### src/rtl/rs_syndrome_calc.sv
// rs_syndrome_calc: RS(15,9) GF(16) syndrome calculator, Horner evaluation at alpha^1..alpha^6, one symbol per clock.
module rs_syndrome_calc #(
  parameter int SYM_W = 4,
  parameter int N_SYM = 15,
  parameter int N_SYN = 6
) (
  input  logic                     clk,
  input  logic                     reset,
  input  logic [SYM_W*N_SYM-1:0]   codeWordVector,
  input  logic                     loadCodeword,
  output logic                     syndromeBusy,
  output logic                     syndromeValid,
  output logic [SYM_W*N_SYN-1:0]   syndromeVector,
  output logic                     errorDetected
);
  localparam int IW = $clog2(N_SYM);
  typedef enum logic {IDLE, RUN} state_t;
  state_t state, state_nxt;
  logic [IW-1:0] idx;
  logic [SYM_W*N_SYM-1:0] cw;
  logic [SYM_W*N_SYN-1:0] acc, acc_nxt;
  logic [SYM_W-1:0] sym;
  // multiply by alpha modulo x^4+x+1: pure XOR shift network
  function automatic logic [SYM_W-1:0] mul_a(input logic [SYM_W-1:0] a);
    return {a[2], a[1], a[0] ^ a[3], a[3]};
  endfunction
  function automatic logic [SYM_W-1:0] mul_pow(input logic [SYM_W-1:0] a, input int n);
    logic [SYM_W-1:0] r;
    r = a;
    for (int k = 0; k < n; k++) r = mul_a(r);
    return r;
  endfunction
  assign sym = SYM_W'(cw >> (SYM_W * idx));
  genvar j;
  for (j = 0; j < N_SYN; j++) begin : g_syn
    assign acc_nxt[j*SYM_W +: SYM_W] = mul_pow(acc[j*SYM_W +: SYM_W], j + 1) ^ sym;
  end
  assign syndromeBusy = (state == RUN);
  always_comb begin
    state_nxt = state;
    state_nxt = (state == IDLE) ? (loadCodeword ? RUN : IDLE) : ((idx == '0) ? IDLE : RUN);
  end
  always_ff @(posedge clk or posedge reset) begin
    if (reset) begin
      state          <= IDLE;
      idx            <= '0;
      cw             <= '0;
      acc            <= '0;
      syndromeValid  <= 1'b0;
      syndromeVector <= '0;
      errorDetected  <= 1'b0;
    end else begin
      state         <= state_nxt;
      syndromeValid <= 1'b0;
      if (state == IDLE && loadCodeword) begin
        cw  <= codeWordVector;
        acc <= '0;
        idx <= IW'(N_SYM - 1);
      end else if (state == RUN) begin
        acc <= acc_nxt;
        idx <= idx - 1'b1;
        if (idx == '0) begin
          syndromeVector <= acc_nxt;
          errorDetected  <= |acc_nxt;
          syndromeValid  <= 1'b1;
        end
      end
    end
  end
endmodule

### config.mk
export PLATFORM = sky130hd
export DESIGN_NAME = rs_syndrome_calc
export DESIGN_NICKNAME = d
export VERILOG_FILES = /design/src/rtl/rs_syndrome_calc.sv
export SDC_FILE = /design/constraint.sdc
export NUM_CORES = 1
export LEC_CHECK = 0
export CAP_MARGIN = 30
export CORE_ASPECT_RATIO = 0.75
export CORE_UTILIZATION = 37
export CTS_CLUSTER_DIAMETER = 100
export CTS_CLUSTER_SIZE = 20
export DETAILED_ROUTE_END_ITERATION = 12
export PLACE_DENSITY = 0.7
export SYNTH_ARGS = -nofsm -noshare
export SYNTH_HDL_FRONTEND = slang
export SYNTH_SLANG_ARGS = --single-unit
export TNS_END_PERCENT = 5
### constraint.sdc
create_clock -name clk -period 3.7 [get_ports clk]
set_input_delay 0.555 -clock clk [delete_from_list [all_inputs] [get_ports clk]]
set_output_delay 0.555 -clock clk [all_outputs]
set_load 0.03 [all_outputs]
Word-level counts from Yosys, hierarchy flattened:

Cells that the tools add are included.

* add/subtract/negate cells: 1
* shifts and indexed selects: 1
* muxes and demuxes: 10
* bitwise logic cells: 29
* reduce and logical (&&, ||, !) cells: 5

Operators with widths (count)
* >> shifter 60 x 6 -> 4 bit: 1
* two-way mux 24 bit: 2
* OR reduction 24 bit: 1
* bitwise XOR 4 bit: 6
* bitwise XOR 1 bit: 21
* two-way mux 4 bit: 2
* two-way mux 1 bit: 6
* zero test 4 bit: 1
* subtractor 4 x 1 -> 4 bit, second input constant: 1
* AND reduction 3 bit: 1
* inverter 1 bit: 2
* nonzero test 2 bit: 1
* logical AND 1 bit: 1

* register bits: 115
* output and inout bits: 27

Longest topological paths before layout:

Gate-level depths: netlist (run 1).

* word-level depth: 5
* gate-level depth with buffers: 12
* mapped depth without buffers: 8

Least setup slack after synthesis (run 1):

Ideal clock, no wire load.

* path type: flip-flop to flip-flop
* start point: register idx[1]
* end point: register errorDetected
* arrival time: 2.099 ns
* data required time: 3.567 ns
* setup slack: 1.468 ns
* cell stages (with the launch flop): 10
* path buffers: 2
* cell sequence: dfrtp_1 buf_6 mux4_2 mux2i_1 o21ai_2 buf_4 nor4_1 o22ai_1 a2111oi_2 a31oi_1

* cells in the longest elaborated chain, start to end: 3

Ends and longest elaborated chain
* from (decl): RTL line 19 `logic [IW-1:0] idx;`
* from (signal assigned): RTL line 58 `idx <= IW'(N_SYM - 1);`
* from (signal assigned): RTL line 61 `idx <= idx - 1'b1;`
* >> shifter 60 x 6 -> 4 bit: RTL line 33 `assign sym = SYM_W'(cw >> (SYM_W * idx));`
* bitwise XOR 4 bit: RTL line 36 `assign acc_nxt[j*SYM_W +: SYM_W] = mul_pow(acc[j*SYM_W +: SYM_W], j + 1) ^ sym;`
* OR reduction 24 bit: RTL line 64 `errorDetected <= |acc_nxt;`
* to (signal assigned): RTL line 64
* to (decl): RTL line 14 `output logic errorDetected`

Parallel ways exist; a longest one is shown, timed or not.
A chain may end at the register's enable or synchronous reset.

Worst setup path in the final report (run 1):

Ends and elaborated chain as after synthesis.

==> results list, run 1 <==
* Outcome: completed
- The first global-routing pass estimated 22500 um of wire.
- Number of iterations in the first detailed-routing pass: 4
- Largest net degree at the start of global routing: 62
* Number of buffers added to fix hold violations after cts: 0
- Leading cell types by count after synthesis: 115 x sky130_fd_sc_hd__dfrtp_1, 64 x sky130_fd_sc_hd__nand2_1, 61 x sky130_fd_sc_hd__mux2_2
- Routed WL: 13600 um
* Share of layout cells above drive strength 1: 0.200
- Number of antenna diodes: 0
- Post-Synthesis Cells: 495
* Count of final max-slew check failures: 0
* Library cell contributing the largest single delay on the critical path: sky130_fd_sc_hd__dfrtp_1
* Standard-cell row count: 38
* Leak: 3.22 nW
- The initial utilization of the core area, before any placement, comes to 0.387.
* Worst Setup Start Kind: flip-flop
- Across the run, the number of max-cap violations was 0.
* Number of buffers created by CTS: 17
- After clock tree synthesis, the clock-pin slew on the worst setup and hold paths is 0.05 ns.
* Endpoints failing setup: 0
* Endpoint class of the critical path: flip-flop
- The die covers 0.0159 sq mm.
- In the final timing run, aggregate negative setup slack is 0 ns.
* Clock Skews: 0.0144 ns
* Fill count: 1297
- sky130_fd_sc_hd__dfrtp_1 takes more of the synthesized area than any other cell.
* Maximum fanout count along the critical path: 14
- Relative to the synthesized area, the layout overhead comes to 30.5%.
- Worst min-delay path category: reg2reg
* Cells along the critical path: buf_4, nor2b_1, a22oi_1, nand3_1, o21ai_2, xnor2_1, or3b_2, o22ai_1, a31oi_1
- 90 I/O pins were placed.
- Counting both buffers and inverters, the worst setup path holds a total of 1.
* Num Clock Sinks: 115
- Antenna violation net count after detailed routing: 0
* Routed wirelength normalized by instance count: 17.1 um
- Vias in the first global route: 4227
* Core region area: 0.0147 sq mm
- After clock tree synthesis, the setup repair step added 0 buffers.
- No sink is reached through more buffers than the 2 on the longest clock path.
* Yosys synthesis warning count: 0
- Buffers added on ports: 89
- The synthesized netlist occupies a cell area of 0.00571 sq mm.
- Setup slack closes at 0.890 ns.
- Setup CP Type: reg2reg
* Clock insertion delay at the later pin of the skew report: 0.42 ns
- Sequential area share after synthesis: 0.504
* Hold violation total from the final report: 0
- Height of the die: 110 um
- Using the TritonRoute via totals, the vias-per-cell ratio works out to 5.05.
- The total overflow left after global routing is 0.
- Max IR drop VDD: 579 uV
- Final weighted congestion of routability-driven global placement: 0.837
* Clock root buffer master: sky130_fd_sc_hd__clkbuf_16
- TritonCTS built the clock tree.
- CTS built an H-tree with a depth of 4.
- Final Cycle Share: 0.760
* Cts repair resizes: 0
- Top post-synthesis cells by area: sky130_fd_sc_hd__dfrtp_1 50%, sky130_fd_sc_hd__mux2_2 12%, sky130_fd_sc_hd__mux2i_1 4.6%, sky130_fd_sc_hd__xnor2_1 4.3%, sky130_fd_sc_hd__nand2_1 4.2%
- DRC violations left: 0
- Yosys reg bits: 115
* Count of distinct cell types in the synthesized netlist: 49
- Count leader, synth: sky130_fd_sc_hd__dfrtp_1
- Broken down by cell family, the worst path's largest delay share belongs to simple AND/OR/NAND/NOR gates.
- Slowest stage delay, CP: 0.48 ns
- Total nets after synthesis: 559
- Least-Margin Pin Slew: 0.766 ns
* Async set or reset register ratio after synthesis: 1.00
- Data on the critical path is required at its endpoint by 3.98 ns.
* Syn_area_per_cell: 11.5 sq um
- Setup repair after global routing left no endpoint under its margin.
- The first routing iteration left 249 violations.
- Final period demand of the worst path: 2.81 ns
- Share of Yosys cell area claimed by the top area cell type: 0.504
- Initial antenna violation count: 0
- For this run, the leading register cell type out of synthesis is sky130_fd_sc_hd__dfrtp_1.
- GRT Total Usage: 0.186
* Rel. slew slack: 0.489
- PD cells: 1160 mW/mm^2
* Vias post-DR: 4011
- OpenSTA, run right after detailed placement, puts the worst setup slack at 0.908 ns.
* Post-synth EDFFs: 0
* Post-detail-place hpwl: 9490 um
- Once placement completed, the tool counted placed cells totaling 763.
* Number of nets in the layout: 646
- The finished layout holds 795 standard cells, fillers aside.
- Arrival time at the worst endpoint: 3.09 ns
* Fmax: 0.356 GHz
- The die is 145 um wide.
[state kept, by name (all words and copies together) (netlist names)]
name	flops
acc	24
cw	60
errorDetected	1
idx	4
syndromeBusy	1
syndromeValid	1
syndromeVector	24
[worst min-delay path, delay by kind of cell (launching register included)]
family           cells  cell delay (ns)
AO/OA/AOI/OAI        1             0.06
flip-flops           1             0.33
AND/OR/NAND/NOR      1             0.05
[kinds of logic after synthesis]
logic type	share of synthesized area
flip-flops	0.504
buffers and inverters	0.0375
AND/OR/NAND/NOR	0.104
adder cells (fa/ha/maj)	0.00219
XOR/XNOR	0.0829
multiplexers	0.195
AO/OA/AOI/OAI	0.0741
[report_power, final]
group	leakage (nW)	internal (W)	switching, W	total (W)
logic	1.51	0.00205	0.00236	0.00440
registers	1.40	0.00192	0.000546	0.00246
clock network	0.310	0.00118	0.000602	0.00179
total	3.22	0.00515	0.00350	0.00865
[worst paths after layout]
check	start	to	slack, ns	cells after the start
max reg2reg	idx[1]$_DFFE_PP0P_	errorDetected$_DFFE_PP0P_	0.89	9
min reg2reg	syndromeVector[23]$_DFFE_PP0P_	syndromeVector[23]$_DFFE_PP0P_	0.48	2
max	idx[1]$_DFFE_PP0P_	errorDetected$_DFFE_PP0P_	0.89	9
min in group asynchronous	reset	syndromeVector[13]$_DFFE_PP0P_	0.64	2
max in group asynchronous	reset	cw[10]$_DFFE_PP0P_	2.30	3
min	syndromeVector[23]$_DFFE_PP0P_	syndromeVector[23]$_DFFE_PP0P_	0.48	2
[through the flow]
stage	util	power, W	hold slack [ns]	instance area [sq um]
2_1_floorplan	-	0.00569	0.470	5710
4_1_cts	0.505	0.00869	0.485	7450
3_3_place_gp	0.461	0.00668	0.465	6800
6_report	0.505	0.00865	0.479	7450
5_1_grt	0.505	0.00925	0.517	7450
3_5_place_dp	0.461	0.00684	0.467	6800
[final cells by class]
| cell class | count | area (sq um) | area share |
|---|---|---|---|
| multi-input combinational | 337 | 2620 | 0.352 |
| clock buffer | 21 | 470 | 0.0632 |
| tap | 200 | 250 | 0.0336 |
| inverter | 12 | 47.5 | 0.00638 |
| clock inverter | 11 | 175 | 0.0235 |
| sequential | 115 | 2880 | 0.386 |
| timing repair buffer | 99 | 1000 | 0.135 |
[layer usage]
| layer | vias to the layer above | wire length, um | track usage |
|---|---|---|---|
| met4 | 0 | 220 | 0.0744 |
| met3 | 19 | 858 | 0.0477 |
| met1 | 1987 | 6470 | 0.256 |
| met5 | - | 0 | 0 |
| li1 | 1886 | - | - |
| met2 | 119 | 6080 | 0.280 |
[layout by cell type, fill, tap and decap left out, types with 4 or more instances in the layout]
| cell | netlist | final |
|---|---|---|
| sky130_fd_sc_hd__dfrtp_1 | 115 | 115 |
| sky130_fd_sc_hd__clkdlybuf4s50_1 | 0 | 89 |
| sky130_fd_sc_hd__nand2_1 | 64 | 64 |
| sky130_fd_sc_hd__mux2_2 | 61 | 61 |
| sky130_fd_sc_hd__xnor2_1 | 28 | 28 |
| sky130_fd_sc_hd__o21ai_0 | 27 | 27 |
| sky130_fd_sc_hd__mux2i_1 | 26 | 26 |
| sky130_fd_sc_hd__xor2_1 | 21 | 21 |
| sky130_fd_sc_hd__clkbuf_16 | 0 | 17 |
| sky130_fd_sc_hd__nand2b_1 | 16 | 16 |
| sky130_fd_sc_hd__a21oi_1 | 12 | 12 |
| sky130_fd_sc_hd__inv_1 | 12 | 11 |
| sky130_fd_sc_hd__nor2_1 | 10 | 10 |
| sky130_fd_sc_hd__o22ai_1 | 9 | 9 |
| sky130_fd_sc_hd__buf_4 | 4 | 7 |
| sky130_fd_sc_hd__mux4_2 | 5 | 5 |
| sky130_fd_sc_hd__nor3_1 | 5 | 5 |
| sky130_fd_sc_hd__nor2b_1 | 5 | 4 |
| sky130_fd_sc_hd__nand3b_1 | 4 | 4 |
| sky130_fd_sc_hd__a22oi_1 | 4 | 4 |
| sky130_fd_sc_hd__nand3_1 | 4 | 4 |
| sky130_fd_sc_hd__bufinv_16 | 0 | 4 |
Power figures use the tool's default switching activity.
==> run 2, diff against run 1 <==
--- a/config.mk
+++ b/config.mk
@@ -11,7 +11,7 @@
 export CTS_CLUSTER_DIAMETER = 100
 export CTS_CLUSTER_SIZE = 20
 export DETAILED_ROUTE_END_ITERATION = 12
-export PLACE_DENSITY = 0.7
+export PLACE_DENSITY = 0.68
 export SYNTH_ARGS = -nofsm -noshare
 export SYNTH_HDL_FRONTEND = slang
 export SYNTH_SLANG_ARGS = --single-unit
==> constraint.sdc (replaced) <==
create_clock -name clk -period 2.6 [get_ports clk]
set_input_delay 0.39 -clock clk [delete_from_list [all_inputs] [get_ports clk]]
set_output_delay 0.39 -clock clk [all_outputs]
set_load 0.03 [all_outputs]
==> run 2 against run 1 <==
Net effect: maximum frequency grew 14%; sequential power grew 43%; clock power grew 30%; non-clock buffer count grew 11; clock skew grew 0.00088 ns; count of clock-buffer cells in the layout shrank 4; register-to-register slack lost 0.76 ns; critical path depth shrank 2; critical endpoint unchanged; sequential share of layout area shrank 0.35 points; die area is the same; flip-flop and latch count is the same; critical path type unchanged.
==> results list, run 2 (synthesized netlist as in run 1, its figures left out) <==
- Relative contribution of combinational cells to total power: 0.533 (+0.024)
- The remaining antenna violation count was 0 (unchanged).
- The post-CTS resize count was 0 (unchanged).
* Number of buffers added to fix hold violations after cts: 0 (unchanged)
- Overflow left after global routing: 0 (unchanged)
* Sequential cell area in the final layout: 0.00288 sq mm (about the same)
- The number of placed instances, taps included was 774 (+1.4%).
- The overall track demand over capacity in global routing was 0.185 (-0.000866).
- The post-detailed-routing wire length came to 13500 um (-0.92%).
- The number of buffers added by the clock tree synthesis step is 17 (unchanged).
- The worst setup path is of the reg2reg kind.
- Unrepaired setup endpoints after global routing: no
- The number of filler cells placed in the layout is 1322 (+1.9%).
* Endpoints failing setup: 0 (unchanged)
* Largest net degree at the start of global routing: 116 (+87%)
- The time the worst path needs with I/O delays and setup is 2.47 ns (-0.340 ns).
* Num Clock Sinks: 115 (unchanged)
* PD cells: 1660 mW/mm^2 (+43%)
* Routed wirelength normalized by instance count: 16.8 um (-2.3%)
- The via count came to 4057 (+1.1%).
- Endpoint class of the critical path: flip-flop
- The transition time of the tightest slew-check pin is 0.667 ns (-0.0988 ns).
* Clock Skews: 0.0153 ns (+0.000879 ns)
* Final weighted congestion of routability-driven global placement: 0.831 (-0.78%)
- Reg with most FFs: cw
- Worst Setup Start Kind: flip-flop
* Multi-input combinational cell area: 0.00265 sq mm (+1.0%)
- Buffers added on ports: 89 (unchanged)
- Worst min-delay path category: in2async
- Buffers from clock root to sink, at most: 2 (unchanged)
- Arrival time at the worst endpoint: 2.77 ns (-0.32 ns)
- Switching Power: 0.00508 W (+45%)
- Global-route wire length before repair: 22500 um (-0.43%)
- The peak fanout along the critical path came to 6 (-8).
* Count of final max-slew check failures: 0 (unchanged)
* Clock power frac: 0.186 (-0.021)
- Number of antenna diodes: 0 (unchanged)
* Initial standard-cell utilization of the core: 0.387 (unchanged)
- Drt initial violations: 188 (-24%)
- Post-detail-place hpwl: 9420 um (-0.77%)
- The run finished with clean final reports.
* Count of maximum capacitance violations: 0 (unchanged)
- The ratio of routed vias to standard cells is 5.03 (-0.23%).
* Hold violation total from the final report: 0 (unchanged)
- Initial antenna violation count: 0 (unchanged)
- TritonCTS built the clock tree.
- The via count of the first global-routing pass is 4230 (+0.071%).
* Rel. slew slack: 0.555 (+0.0659)
* Internal Dissipation: 0.00742 W (+44%)
- DRC violations left: 0 (unchanged)
* Standard-cell row count: 38 (unchanged)
- The area of all placed cells without fillers is 0.00752 sq mm (+0.99%).
- Post-Layout Cell Count: 806 (+1.4%)
* Clock-pin slew reported for the worst setup and hold paths after clock tree synthesis: 0.06 ns (about the same)
* Fmax: 0.405 GHz (+14%)
- Clock root buffer master: sky130_fd_sc_hd__clkbuf_16
- The number of iterations in the first detailed-routing pass was 5 (+1).
- Max IR drop VDD: 842 uV (+45%)
- The leakage power was 3.25 nW (+0.99%).
* Total Power: 0.0125 W (+44%)
- The switching power as a share of total power came to 0.406 (+0.00132).
- Most used cells in the layout excluding fill and tap cells: 113 x sky130_fd_sc_hd__dfrtp_1, 89 x sky130_fd_sc_hd__clkdlybuf4s50_1, 64 x sky130_fd_sc_hd__nand2_1
- Height of the die: 110 um (unchanged)
* Clock insertion delay at the later pin of the skew report: 0.42 ns (about the same)
- Share of layout cells above drive strength 1: 0.226 (+0.0261)
- The summed negative setup slack over all endpoints came to 0 ns (unchanged).
- Flip-flop count of the largest register, all copies and words added: 60 (unchanged)
* Number of nets in the layout: 657 (+1.7%)
- Setup Buffers After CTS: 0 (unchanged)
- The floorplan die area was 0.0159 sq mm (unchanged).
- Placed standard-cell area: 0.00691 sq mm (+1.6%)
- Width of the chip: 145 um (unchanged)
- Relative to the synthesized area, the layout overhead comes to 31.8%.
* Most common cell after layout, fill and taps aside: sky130_fd_sc_hd__dfrtp_1
- The endpoint required time on the critical path came to 2.90 ns (-1.08 ns).
- The final worst-path cycle share is 0.950 (+0.191).
- The largest registers in the layout are cw (60), acc (24), syndromeVector (24).
- Sequential share of power: 0.282 (-0.003)
- The deepest level of the CTS H-tree is 4 (unchanged).
* Core region area: 0.0147 sq mm (unchanged)
- The number of ports placed on the die boundary is 90 (unchanged).
-- run 2: cell types whose count changed in the layout (fill, tap and decap cells not counted), moves of 3 or more --
cell	before	now
sky130_fd_sc_hd__clkinv_2	1	4
sky130_fd_sc_hd__inv_6	1	4
sky130_fd_sc_hd__buf_4	7	16
sky130_fd_sc_hd__clkbuf_8	3	0
-- run 2: layout make-up --
cell class | count | share of cell area
Clock buffer | 17 | 0.0566
Clock inverter | 15 | 0.0208
Inverter | 12 | 0.00649
Multi-Input combinational cell | 337 | 0.352
Sequential cell | 115 | 0.383
Tap cell | 200 | 0.0333
Timing Repair Buffer | 110 | 0.148
-- run 2: layer usage --
layer	vias to the layer above	global-route usage	wire length, um
li1	1916	-	-
met1	2014	0.260	6640
met5	-	0	0
met3	19	0.0440	685
met2	108	0.273	5970
met4	0	0.0789	202
-- run 2: path summary, 6_finish.rpt --
path	slack, ns	from	cells after the start	endpoint
setup / recovery	0.13	idx[1]$_DFFE_PP0P_	7	errorDetected$_DFFE_PP0P_
hold reg to reg	0.48	syndromeVector[11]$_DFFE_PP0P_	2	syndromeVector[11]$_DFFE_PP0P_
hold / removal	0.48	reset	3	cw[56]$_DFFE_PP0P_
setup reg to reg	0.13	idx[1]$_DFFE_PP0P_	7	errorDetected$_DFFE_PP0P_
min in group clk	0.48	syndromeVector[11]$_DFFE_PP0P_	2	syndromeVector[11]$_DFFE_PP0P_
max in group asynchronous	1.60	reset	3	idx[1]$_DFFE_PP0P_
-- run 2: metrics by stage --
step	hold WS, ns	setup slack, ns	utilization
2_1_floorplan	0.470	0.368	-
3_3_place_gp	0.466	0.0541	0.469
3_5_place_dp	0.469	0.00659	0.469
4_1_cts	0.486	0.00501	0.508
5_1_grt	0.507	0.00912	0.510
6_report	0.477	0.130	0.510
-- run 2: power groups by stage --
stage / sequential (W) / clock, W / combinational (W)
CTS: 0.00351 / 0.00237 / 0.00661
finish: 0.00352 / 0.00232 / 0.00666
detailed placement: 0.00352 / 0 / 0.00658
floorplan: 0.00355 / 0 / 0.00455
global route: 0.00365 / 0.00245 / 0.00726
global placement: 0.00350 / 0 / 0.00636
-- run 2: critical path, stage by stage, from the launching register on --
cell and delay, ns:
sky130_fd_sc_hd__dfrtp_2 0.47, sky130_fd_sc_hd__mux4_1 0.59, sky130_fd_sc_hd__mux2i_2 0.24, sky130_fd_sc_hd__o21ai_2 0.13, sky130_fd_sc_hd__xnor2_1 0.17, sky130_fd_sc_hd__or3b_2 0.45
sky130_fd_sc_hd__o22ai_1 0.20, sky130_fd_sc_hd__a31oi_1 0.11
